## config.mk

```make
export PLATFORM = sky130hd
export DESIGN_NAME = dctrl_master_flat
export DESIGN_NICKNAME = d
export VERILOG_FILES = /design/src/rtl/dctrl_master_if.sv /design/src/rtl/dctrl_master.sv /design/src/flat_wrapper.sv
export SDC_FILE = /design/constraint.sdc
export NUM_CORES = 1
export LEC_CHECK = 0
export ABC_AREA = 0
export CORE_UTILIZATION = 50
export CTS_CLUSTER_DIAMETER = 30
export DETAILED_ROUTE_END_ITERATION = 10
export PLACE_DENSITY = 0.73
export SLEW_MARGIN = 30
export SYNTH_ARGS = -nofsm -noshare
export SYNTH_HDL_FRONTEND = slang
export SYNTH_SLANG_ARGS = --single-unit
```

## constraint.sdc

```tcl
create_clock -name clk -period 3.1 [get_ports clk]
set_input_delay 0.62 -clock clk [delete_from_list [all_inputs] [get_ports clk]]
set_output_delay 0.62 -clock clk [all_outputs]
set_load 0.02 [all_outputs]
```

## src/rtl/dctrl_master_if.sv

```systemverilog
`default_nettype none
// ============================================================================
//  Module      : dctrl_master_if
//  Description : Command/response handshake and transceiver pin bundle for
//                the DCTRL control-line master.
//                master modport = the dctrl_master side.
//                slave  modport = the front end / transceiver side.
//  Revision    : 1.0  initial release
// ============================================================================
interface dctrl_master_if;
  // command request from the register-access front end
  logic        cmd_valid;
  logic        cmd_ready;
  logic        cmd_write;
  logic [7:0]  cmd_chipid;
  logic [15:0] cmd_addr;
  logic [15:0] cmd_wdata;
  // completion report
  logic        rsp_valid;
  logic [15:0] rsp_data;
  logic [1:0]  rsp_error;
  logic        tx_echo_err;
  // transceiver pins
  logic        dctrl_d;
  logic        dctrl_de;
  logic        dctrl_ren;
  logic        dctrl_r;

  modport master (
    input  cmd_valid, cmd_write, cmd_chipid, cmd_addr, cmd_wdata, dctrl_r,
    output cmd_ready, rsp_valid, rsp_data, rsp_error, tx_echo_err,
           dctrl_d, dctrl_de, dctrl_ren
  );

  modport slave (
    output cmd_valid, cmd_write, cmd_chipid, cmd_addr, cmd_wdata, dctrl_r,
    input  cmd_ready, rsp_valid, rsp_data, rsp_error, tx_echo_err,
           dctrl_d, dctrl_de, dctrl_ren
  );
endinterface
`default_nettype wire

```

## src/rtl/dctrl_master.sv

```systemverilog
`default_nettype none
// ============================================================================
//  Module      : dctrl_master
//  Description : Half-duplex single-wire DCTRL link master. Serialises write
//                and read transactions as UART-like characters (start 0,
//                8 data bits LSB first, stop 1), handles bus turnaround,
//                receives the 3-character read reply and reports status.
//                Optional feature macro: DCTRL_ECHO_CHECK_EN (listen to the
//                line while transmitting and flag echo mismatches).
//  Revision    : 1.0  initial release
// ============================================================================
module dctrl_master #(
  parameter int         CLKS_PER_BIT    = 4,
  parameter int         TURNAROUND_BITS = 5,
  parameter int         TIMEOUT_BITS    = 64,
  parameter logic [7:0] OPCODE_WRITE    = 8'h9C,
  parameter logic [7:0] OPCODE_READ     = 8'h4E
) (
  input  logic           clk,
  input  logic           rst,
  dctrl_master_if.master bus
);

  localparam int TRN_CYCLES = TURNAROUND_BITS * CLKS_PER_BIT;
  localparam int TO_CYCLES  = TIMEOUT_BITS * CLKS_PER_BIT;
  localparam int TMR_MAX    = (TO_CYCLES > TRN_CYCLES) ? TO_CYCLES : TRN_CYCLES;
  localparam int TMR_W      = $clog2(TMR_MAX);
  localparam int BCLK_W     = $clog2(CLKS_PER_BIT);

  localparam logic [TMR_W-1:0]  TRN_LAST  = TMR_W'(TRN_CYCLES - 1);
  localparam logic [TMR_W-1:0]  TO_LAST   = TMR_W'(TO_CYCLES - 1);
  localparam logic [TMR_W-1:0]  TMR_ONE   = TMR_W'(1);
  localparam logic [BCLK_W-1:0] BCLK_LAST = BCLK_W'(CLKS_PER_BIT - 1);
  localparam logic [BCLK_W-1:0] BCLK_MID  = BCLK_W'(CLKS_PER_BIT / 2);
  localparam logic [BCLK_W-1:0] BCLK_ONE  = BCLK_W'(1);

  localparam logic [1:0] ERR_NONE    = 2'd0;
  localparam logic [1:0] ERR_TIMEOUT = 2'd1;
  localparam logic [1:0] ERR_FRAME   = 2'd2;
  localparam logic [1:0] ERR_CHIPID  = 2'd3;

`ifdef DCTRL_ECHO_CHECK_EN
  localparam logic REN_DURING_TX = 1'b0;   // receiver stays on to hear our own echo
`else
  localparam logic REN_DURING_TX = 1'b1;
`endif

  typedef enum logic [2:0] {
    S_IDLE    = 3'd0,
    S_TX      = 3'd1,
    S_REL     = 3'd2,
    S_RX_WAIT = 3'd3,
    S_RX_CHAR = 3'd4,
    S_REDRIVE = 3'd5,
    S_DONE    = 3'd6
  } state_t;

  state_t            state_q;
  logic              cmd_ready_q, rsp_valid_q;
  logic [15:0]       rsp_data_q;
  logic [1:0]        rsp_error_q, err_q;
  logic              d_q, de_q, ren_q;
  logic              wr_q;
  logic [7:0]        chipid_q;
  logic [15:0]       addr_q, wdata_q;
  logic [BCLK_W-1:0] bclk_q;      // clock index inside the current line bit
  logic [3:0]        bit_q;       // 0 start, 1..8 data, 9 stop
  logic [2:0]        chr_q;       // transmit character index
  logic [1:0]        rxchr_q;     // receive character index
  logic [TMR_W-1:0]  tmr_q;       // turnaround / timeout counter
  logic [7:0]        rx_shift_q, rx_lo_q, rx_hi_q;
  logic [1:0]        rx_sync_q;
  logic              rx_bit;
  logic [7:0]        tx_byte;
  logic [2:0]        last_chr;
  logic              next_bit;

  // Two-flop synchroniser for the asynchronous receive pin; idles high.
  always_ff @(posedge clk) begin
    if (rst) rx_sync_q <= 2'b11;
    else     rx_sync_q <= {rx_sync_q[0], bus.dctrl_r};
  end
  assign rx_bit = rx_sync_q[1];

  // Character currently being sent and the level of the bit that follows.
  always_comb begin
    tx_byte = 8'hFF;
    case (chr_q)
      3'd0:    tx_byte = wr_q ? OPCODE_WRITE : OPCODE_READ;
      3'd1:    tx_byte = chipid_q;
      3'd2:    tx_byte = addr_q[7:0];
      3'd3:    tx_byte = addr_q[15:8];
      3'd4:    tx_byte = wdata_q[7:0];
      3'd5:    tx_byte = wdata_q[15:8];
      default: tx_byte = 8'hFF;
    endcase
    last_chr = wr_q ? 3'd5 : 3'd3;
    // bit_q 0..7 is followed by data bit bit_q; bit 8 is followed by the stop bit
    next_bit = (bit_q < 4'd8) ? tx_byte[bit_q[2:0]] : 1'b1;
  end

  // Transaction sequencer: all pin and status outputs are registered here.
  always_ff @(posedge clk) begin
    if (rst) begin
      state_q     <= S_IDLE;
      cmd_ready_q <= 1'b0;
      rsp_valid_q <= 1'b0;
      rsp_data_q  <= 16'h0000;
      rsp_error_q <= ERR_NONE;
      err_q       <= ERR_NONE;
      d_q         <= 1'b1;
      de_q        <= 1'b1;
      ren_q       <= 1'b1;
      wr_q        <= 1'b0;
      chipid_q    <= 8'h00;
      addr_q      <= 16'h0000;
      wdata_q     <= 16'h0000;
      bclk_q      <= '0;
      bit_q       <= 4'd0;
      chr_q       <= 3'd0;
      rxchr_q     <= 2'd0;
      tmr_q       <= '0;
      rx_shift_q  <= 8'h00;
      rx_lo_q     <= 8'h00;
      rx_hi_q     <= 8'h00;
    end else begin
      rsp_valid_q <= 1'b0;
      case (state_q)
        S_IDLE: begin
          d_q   <= 1'b1;
          de_q  <= 1'b1;
          ren_q <= 1'b1;
          if (bus.cmd_valid && cmd_ready_q) begin
            wr_q        <= bus.cmd_write;
            chipid_q    <= bus.cmd_chipid;
            addr_q      <= bus.cmd_addr;
            wdata_q     <= bus.cmd_wdata;
            cmd_ready_q <= 1'b0;
            d_q         <= 1'b0;          // first start bit goes out next cycle
            ren_q       <= REN_DURING_TX;
            bclk_q      <= '0;
            bit_q       <= 4'd0;
            chr_q       <= 3'd0;
            rxchr_q     <= 2'd0;
            err_q       <= ERR_NONE;
            state_q     <= S_TX;
          end else begin
            cmd_ready_q <= 1'b1;
          end
        end

        S_TX: begin
          if (bclk_q == BCLK_LAST) begin
            bclk_q <= '0;
            if (bit_q == 4'd9) begin
              if (chr_q == last_chr) begin
                d_q <= 1'b1;
                if (wr_q) begin
                  ren_q       <= 1'b1;
                  rsp_valid_q <= 1'b1;
                  rsp_data_q  <= 16'h0000;
                  rsp_error_q <= ERR_NONE;
                  state_q     <= S_DONE;
                end else begin
                  de_q    <= 1'b0;
                  ren_q   <= 1'b0;
                  tmr_q   <= '0;
                  state_q <= S_REL;
                end
              end else begin
                chr_q <= chr_q + 3'd1;
                bit_q <= 4'd0;
                d_q   <= 1'b0;
              end
            end else begin
              bit_q <= bit_q + 4'd1;
              d_q   <= next_bit;
            end
          end else begin
            bclk_q <= bclk_q + BCLK_ONE;
          end
        end

        S_REL: begin
          if (tmr_q == TRN_LAST) begin
            tmr_q   <= '0;
            state_q <= S_RX_WAIT;
          end else begin
            tmr_q <= tmr_q + TMR_ONE;
          end
        end

        S_RX_WAIT: begin
          if (!rx_bit) begin
            // the detecting cycle already counts as clock 0 of the start bit
            bclk_q  <= BCLK_ONE;
            bit_q   <= 4'd0;
            state_q <= S_RX_CHAR;
          end else if (tmr_q == TO_LAST) begin
            if (err_q == ERR_NONE) err_q <= ERR_TIMEOUT;
            ren_q   <= 1'b1;
            tmr_q   <= '0;
            state_q <= S_REDRIVE;
          end else begin
            tmr_q <= tmr_q + TMR_ONE;
          end
        end

        S_RX_CHAR: begin
          if (bclk_q == BCLK_LAST) begin
            bclk_q <= '0;
            bit_q  <= bit_q + 4'd1;
          end else begin
            bclk_q <= bclk_q + BCLK_ONE;
          end
          if (bclk_q == BCLK_MID) begin
            if ((bit_q >= 4'd1) && (bit_q <= 4'd8))
              rx_shift_q <= {rx_bit, rx_shift_q[7:1]};
            if (bit_q == 4'd9) begin
              if (!rx_bit) begin
                if (err_q == ERR_NONE) err_q <= ERR_FRAME;
                ren_q   <= 1'b1;
                tmr_q   <= '0;
                state_q <= S_REDRIVE;
              end else begin
                case (rxchr_q)
                  2'd0: if ((rx_shift_q != chipid_q) && (err_q == ERR_NONE)) err_q <= ERR_CHIPID;
                  2'd1: rx_lo_q <= rx_shift_q;
                  default: rx_hi_q <= rx_shift_q;
                endcase
                tmr_q <= '0;
                if (rxchr_q == 2'd2) begin
                  ren_q   <= 1'b1;
                  state_q <= S_REDRIVE;
                end else begin
                  // leave mid-stop-bit so the next start edge is not missed
                  rxchr_q <= rxchr_q + 2'd1;
                  state_q <= S_RX_WAIT;
                end
              end
            end
          end
        end

        S_REDRIVE: begin
          if (tmr_q == TRN_LAST) begin
            de_q        <= 1'b1;
            rsp_valid_q <= 1'b1;
            rsp_error_q <= err_q;
            rsp_data_q  <= (err_q == ERR_NONE) ? {rx_hi_q, rx_lo_q} : 16'h0000;
            state_q     <= S_DONE;
          end else begin
            tmr_q <= tmr_q + TMR_ONE;
          end
        end

        S_DONE: begin
          cmd_ready_q <= 1'b1;
          state_q     <= S_IDLE;
        end

        default: state_q <= S_IDLE;
      endcase
    end
  end

`ifdef DCTRL_ECHO_CHECK_EN
  logic [1:0] echo_stb_q;
  logic [1:0] echo_exp_q;
  logic       echo_err_q;

  // Delay the mid-bit strobe and driven level by the synchroniser depth, then compare with the heard line.
  always_ff @(posedge clk) begin
    if (rst) begin
      echo_stb_q <= 2'b00;
      echo_exp_q <= 2'b11;
      echo_err_q <= 1'b0;
    end else begin
      echo_stb_q <= {echo_stb_q[0], (state_q == S_TX) && (bclk_q == BCLK_MID)};
      echo_exp_q <= {echo_exp_q[0], d_q};
      if (echo_stb_q[1] && (rx_bit != echo_exp_q[1])) echo_err_q <= 1'b1;
    end
  end
  assign bus.tx_echo_err = echo_err_q;
`else
  assign bus.tx_echo_err = 1'b0;
`endif

  assign bus.cmd_ready = cmd_ready_q;
  assign bus.rsp_valid = rsp_valid_q;
  assign bus.rsp_data  = rsp_data_q;
  assign bus.rsp_error = rsp_error_q;
  assign bus.dctrl_d   = d_q;
  assign bus.dctrl_de  = de_q;
  assign bus.dctrl_ren = ren_q;

endmodule
`default_nettype wire

```

## src/flat_wrapper.sv

```systemverilog
// flat-port wrapper written by rule: the top's interface ports become plain ports
module dctrl_master_flat 
#(
  parameter int         CLKS_PER_BIT    = 4,
  parameter int         TURNAROUND_BITS = 5,
  parameter int         TIMEOUT_BITS    = 64,
  parameter logic [7:0] OPCODE_WRITE    = 8'h9C,
  parameter logic [7:0] OPCODE_READ     = 8'h4E
)
  (clk, rst, bus_cmd_valid, bus_cmd_write, bus_cmd_chipid, bus_cmd_addr, bus_cmd_wdata, bus_dctrl_r, bus_cmd_ready, bus_rsp_valid, bus_rsp_data, bus_rsp_error, bus_tx_echo_err, bus_dctrl_d, bus_dctrl_de, bus_dctrl_ren);
  dctrl_master_if bus_i ();
  input  logic clk;
  input  logic rst;
  input wire logic [$bits(bus_i.cmd_valid)-1:0] bus_cmd_valid;
  input wire logic [$bits(bus_i.cmd_write)-1:0] bus_cmd_write;
  input wire logic [$bits(bus_i.cmd_chipid)-1:0] bus_cmd_chipid;
  input wire logic [$bits(bus_i.cmd_addr)-1:0] bus_cmd_addr;
  input wire logic [$bits(bus_i.cmd_wdata)-1:0] bus_cmd_wdata;
  input wire logic [$bits(bus_i.dctrl_r)-1:0] bus_dctrl_r;
  output wire logic [$bits(bus_i.cmd_ready)-1:0] bus_cmd_ready;
  output wire logic [$bits(bus_i.rsp_valid)-1:0] bus_rsp_valid;
  output wire logic [$bits(bus_i.rsp_data)-1:0] bus_rsp_data;
  output wire logic [$bits(bus_i.rsp_error)-1:0] bus_rsp_error;
  output wire logic [$bits(bus_i.tx_echo_err)-1:0] bus_tx_echo_err;
  output wire logic [$bits(bus_i.dctrl_d)-1:0] bus_dctrl_d;
  output wire logic [$bits(bus_i.dctrl_de)-1:0] bus_dctrl_de;
  output wire logic [$bits(bus_i.dctrl_ren)-1:0] bus_dctrl_ren;
  assign bus_i.cmd_valid = bus_cmd_valid;
  assign bus_i.cmd_write = bus_cmd_write;
  assign bus_i.cmd_chipid = bus_cmd_chipid;
  assign bus_i.cmd_addr = bus_cmd_addr;
  assign bus_i.cmd_wdata = bus_cmd_wdata;
  assign bus_i.dctrl_r = bus_dctrl_r;
  assign bus_cmd_ready = bus_i.cmd_ready;
  assign bus_rsp_valid = bus_i.rsp_valid;
  assign bus_rsp_data = bus_i.rsp_data;
  assign bus_rsp_error = bus_i.rsp_error;
  assign bus_tx_echo_err = bus_i.tx_echo_err;
  assign bus_dctrl_d = bus_i.dctrl_d;
  assign bus_dctrl_de = bus_i.dctrl_de;
  assign bus_dctrl_ren = bus_i.dctrl_ren;
  dctrl_master #(.CLKS_PER_BIT(CLKS_PER_BIT), .TURNAROUND_BITS(TURNAROUND_BITS), .TIMEOUT_BITS(TIMEOUT_BITS), .OPCODE_WRITE(OPCODE_WRITE), .OPCODE_READ(OPCODE_READ)) u_core (.clk(clk), .rst(rst), .bus(bus_i));
endmodule
```

==> impl_metrics.toml <==
[clocking]
htree_num_levels = 4
clock_latency_ps = 430
cts_buffers = 17
post_cts_buffers = 0
hold_buffers = 0
cts_tree = "yes"
clock_path_buffers = 2
clk_pin_slew_ps = 60
root_buffer = "clkbuf_16"
clock-sinks = 114
cts-resized-gates = 0

[sta]
rsz0062_at_grt = "false"
finalSetupViolations = 0
fmax_mhz = 397
finalCritPeriodShare = 0.812
maxSlewViolCount = 0
tns_ps = 0
clock_skew_ps = 8.84
worst_slew_pin_slew_ps = 833
relSlewSlack = 0.444
layout_setup_ws_ps = 583
finalCriticalPeriod_ps = 2520
hold_viol_final = 0

[synthesis]
ys_seq_area_frac = 0.404
synthTopCellsByCount = "dfxtp_1 (114), nand2_1 (112), a21oi_1 (69), nor2_1 (57), mux2i_1 (46)"
async_reset_ff_frac = 0
synthFlopType = "dfxtp_1"
synth_area_leaders = "dfxtp_1 (40%), mux2i_1 (8.1%), nand2_1 (7.4%)"
synth_edf_count = 0
ys_warn_count = 0
ys_ff_latch = 114
yosysMostFrequentCell = "dfxtp_1"
syn_inst = 667
synth_nets = 727
synth_top_area_share = 0.404
syn-cell-area_sq_um = 5660
syn-mean-instance-area_sq_um = 8.48
synth.distinct_cells = 80
post-synth-top-area-cell = "dfxtp_1"

[global_route]
globalRoute.totalOverflow = 0
grt_usage = 0.252
grt_pass1_vias = 4660
grt_max_degree = 64
antenna_found_initial = 0
grt_pass1_wl_um = 22800

[die]
die_y_um = 108
rows = 38
die_area_sq_um = 11700
ios = 69
dieWidth_um = 108
start_util = 0.517
core_sq_um = 10900

[worst_setup_path]
start_kind = "flop"
critPathTopFamily = "flip-flops"
slowest_stage = "dfxtp_1"
worstPathMaxFanout = 25
worstSetupEndpointType = "flop"
path_buf_inv = 0
cp.required_ps = 3420
cp_data_arrival_time_ps = 2830
cpPeakStageDelay_ps = 860
path_cells = "nor3b_2 -> nand4_1 -> o41ai_1 -> nor3_1 -> o211a_1"
path_class = "flop to flop"

[power_and_ir_drop]
internal_power_mw = 3.15
p_leak_nw = 2.52
total_power_mw = 4.25
vdd_ir_drop_max_mv = 0.436
p_sw_frac = 0.259
power.share.clock = 0.486
power.density_nw_per_um2 = 608
switchingPower_mw = 1.10
p_seq_frac = 0.379
comb_power_share = 0.135

[final_layout]
seq_area_sq_um = 2280
fin_cells = 870
drive_gt1_frac = 0.0918
multi_input_area_sq_um = 3090
nets = 777
syn2layout_area_growth_pct = 23.8
antenna_cells = 0
fillers = 930
post-route-util = 0.640

[hold_path]
hold_class = "flop to flop"

[routing]
firstDrtPassIters = 5
vias_per_cell = 5.80
dr_total_vias = 5043
drt-wirelength-per-cell_um = 16.0
dr.first_iter.drc_count = 330
totalWireLength_um = 13900
drc_errors = 0
postRouteAntennaNets = 0

[job]
max_cap_violations = 0

[placed_design]
gp_congestion = 0.927
hpwl_um = 9440
pre_cts_ws_ps = 634
place_inst = 838
io_buffers = 67

[status]
status = "finished, final reports clean"
-- routing by layer --
metal  global-route usage  share of wire
met1                0.318           0.44
met2                0.403           0.47
met3               0.0717          0.060
met4                0.107          0.027
met5                    0              0
-- power groups by stage --
stage / combinational [mW] / sequential, mW / clock [mW]
CTS: 0.566 / 1.61 / 2.08
global placement: 0.546 / 1.64 / 0
global route: 0.627 / 1.62 / 2.15
detailed placement: 0.561 / 1.64 / 0
finish: 0.573 / 1.61 / 2.07
floorplan: 0.403 / 1.61 / 0
-- cells by family after synthesis --
family / count (synthesis) / share of synthesized area
compound gates: 151 / 0.182
xor+xnor: 8 / 0.0124
fa+ha+maj: 15 / 0.0332
other cells: 1 / 0.000663
mux: 48 / 0.0854
flops: 114 / 0.404
buf+inv: 65 / 0.0529
simple gates: 265 / 0.230
-- worst register-to-register path, delay by kind of cell, from the launching register on --
kind / cells / cell delay [ps]
AO/OA/AOI/OAI: 2 / 780
flip-flops: 1 / 860
AND/OR/NAND/NOR: 3 / 760
-- cells in the final DEF, fill, tap and decap left out, types with 3 or more instances in the layout --
cell type        count
mux2i_1             46
a21boi_0             3
xnor2_1              6
a221oi_1             4
clkbuf_16           17
or3_1                6
ha_1                15
nand2_1            112
nor4_1               4
inv_1               16
a21oi_1             69
dfxtp_1            114
o221ai_1             5
clkbuf_1             4
nand2b_1             3
buf_4               12
o41ai_1              3
nand3_1             18
nand4_1              8
nor2b_1              3
nor2_1              57
and3_1              17
a22oi_1              8
o21ai_0             10
o21a_1               3
or4_1                7
bufinv_16            4
nand3b_1             4
o22ai_1              4
o31ai_1              8
a41oi_1              3
clkdlybuf4s50_1     66
-- sequential cells by signal, indices dropped and copies added (netlist names), 3 cells and up --
name and count:
u_core.rx_lo_q 8, u_core.wdata_q 16, u_core.rx_shift_q 8, u_core.bus.rsp_data 16, u_core.bit_q 4, u_core.state_q 3, u_core.tmr_q 8, u_core.addr_q 16
u_core.chipid_q 8, u_core.rx_hi_q 8, u_core.chr_q 3
-- per-stage QoR --
step / instance area [sq um] / hold slack (ps)
finish: 7000 / 420
global route: 7000 / 439
CTS: 7000 / 422
detailed placement: 6380 / 408
global placement: 6380 / 408
floorplan: 5660 / 389
-- cell type report --
cell class,instances,area share
tap,140,0.0250
clock inverter,9,0.0220
inverter,16,0.00858
multi-input combinational,488,0.441
clock buffer,23,0.0668
sequential,114,0.326
timing repair buffer,80,0.111
-- final timing paths --
check / startpoint / to / slack, ps / cells after the start
hold reg to reg: u_core.rx_sync_q[0] / u_core.rx_sync_q[1] / 420 / 1
setup / recovery: u_core.state_q[2] / u_core.err_q[0] / 580 / 5
setup reg to reg: u_core.state_q[2] / u_core.err_q[0] / 580 / 5
hold / removal: u_core.rx_sync_q[0] / u_core.rx_sync_q[1] / 420 / 1
Power figures use the tool's default switching activity.
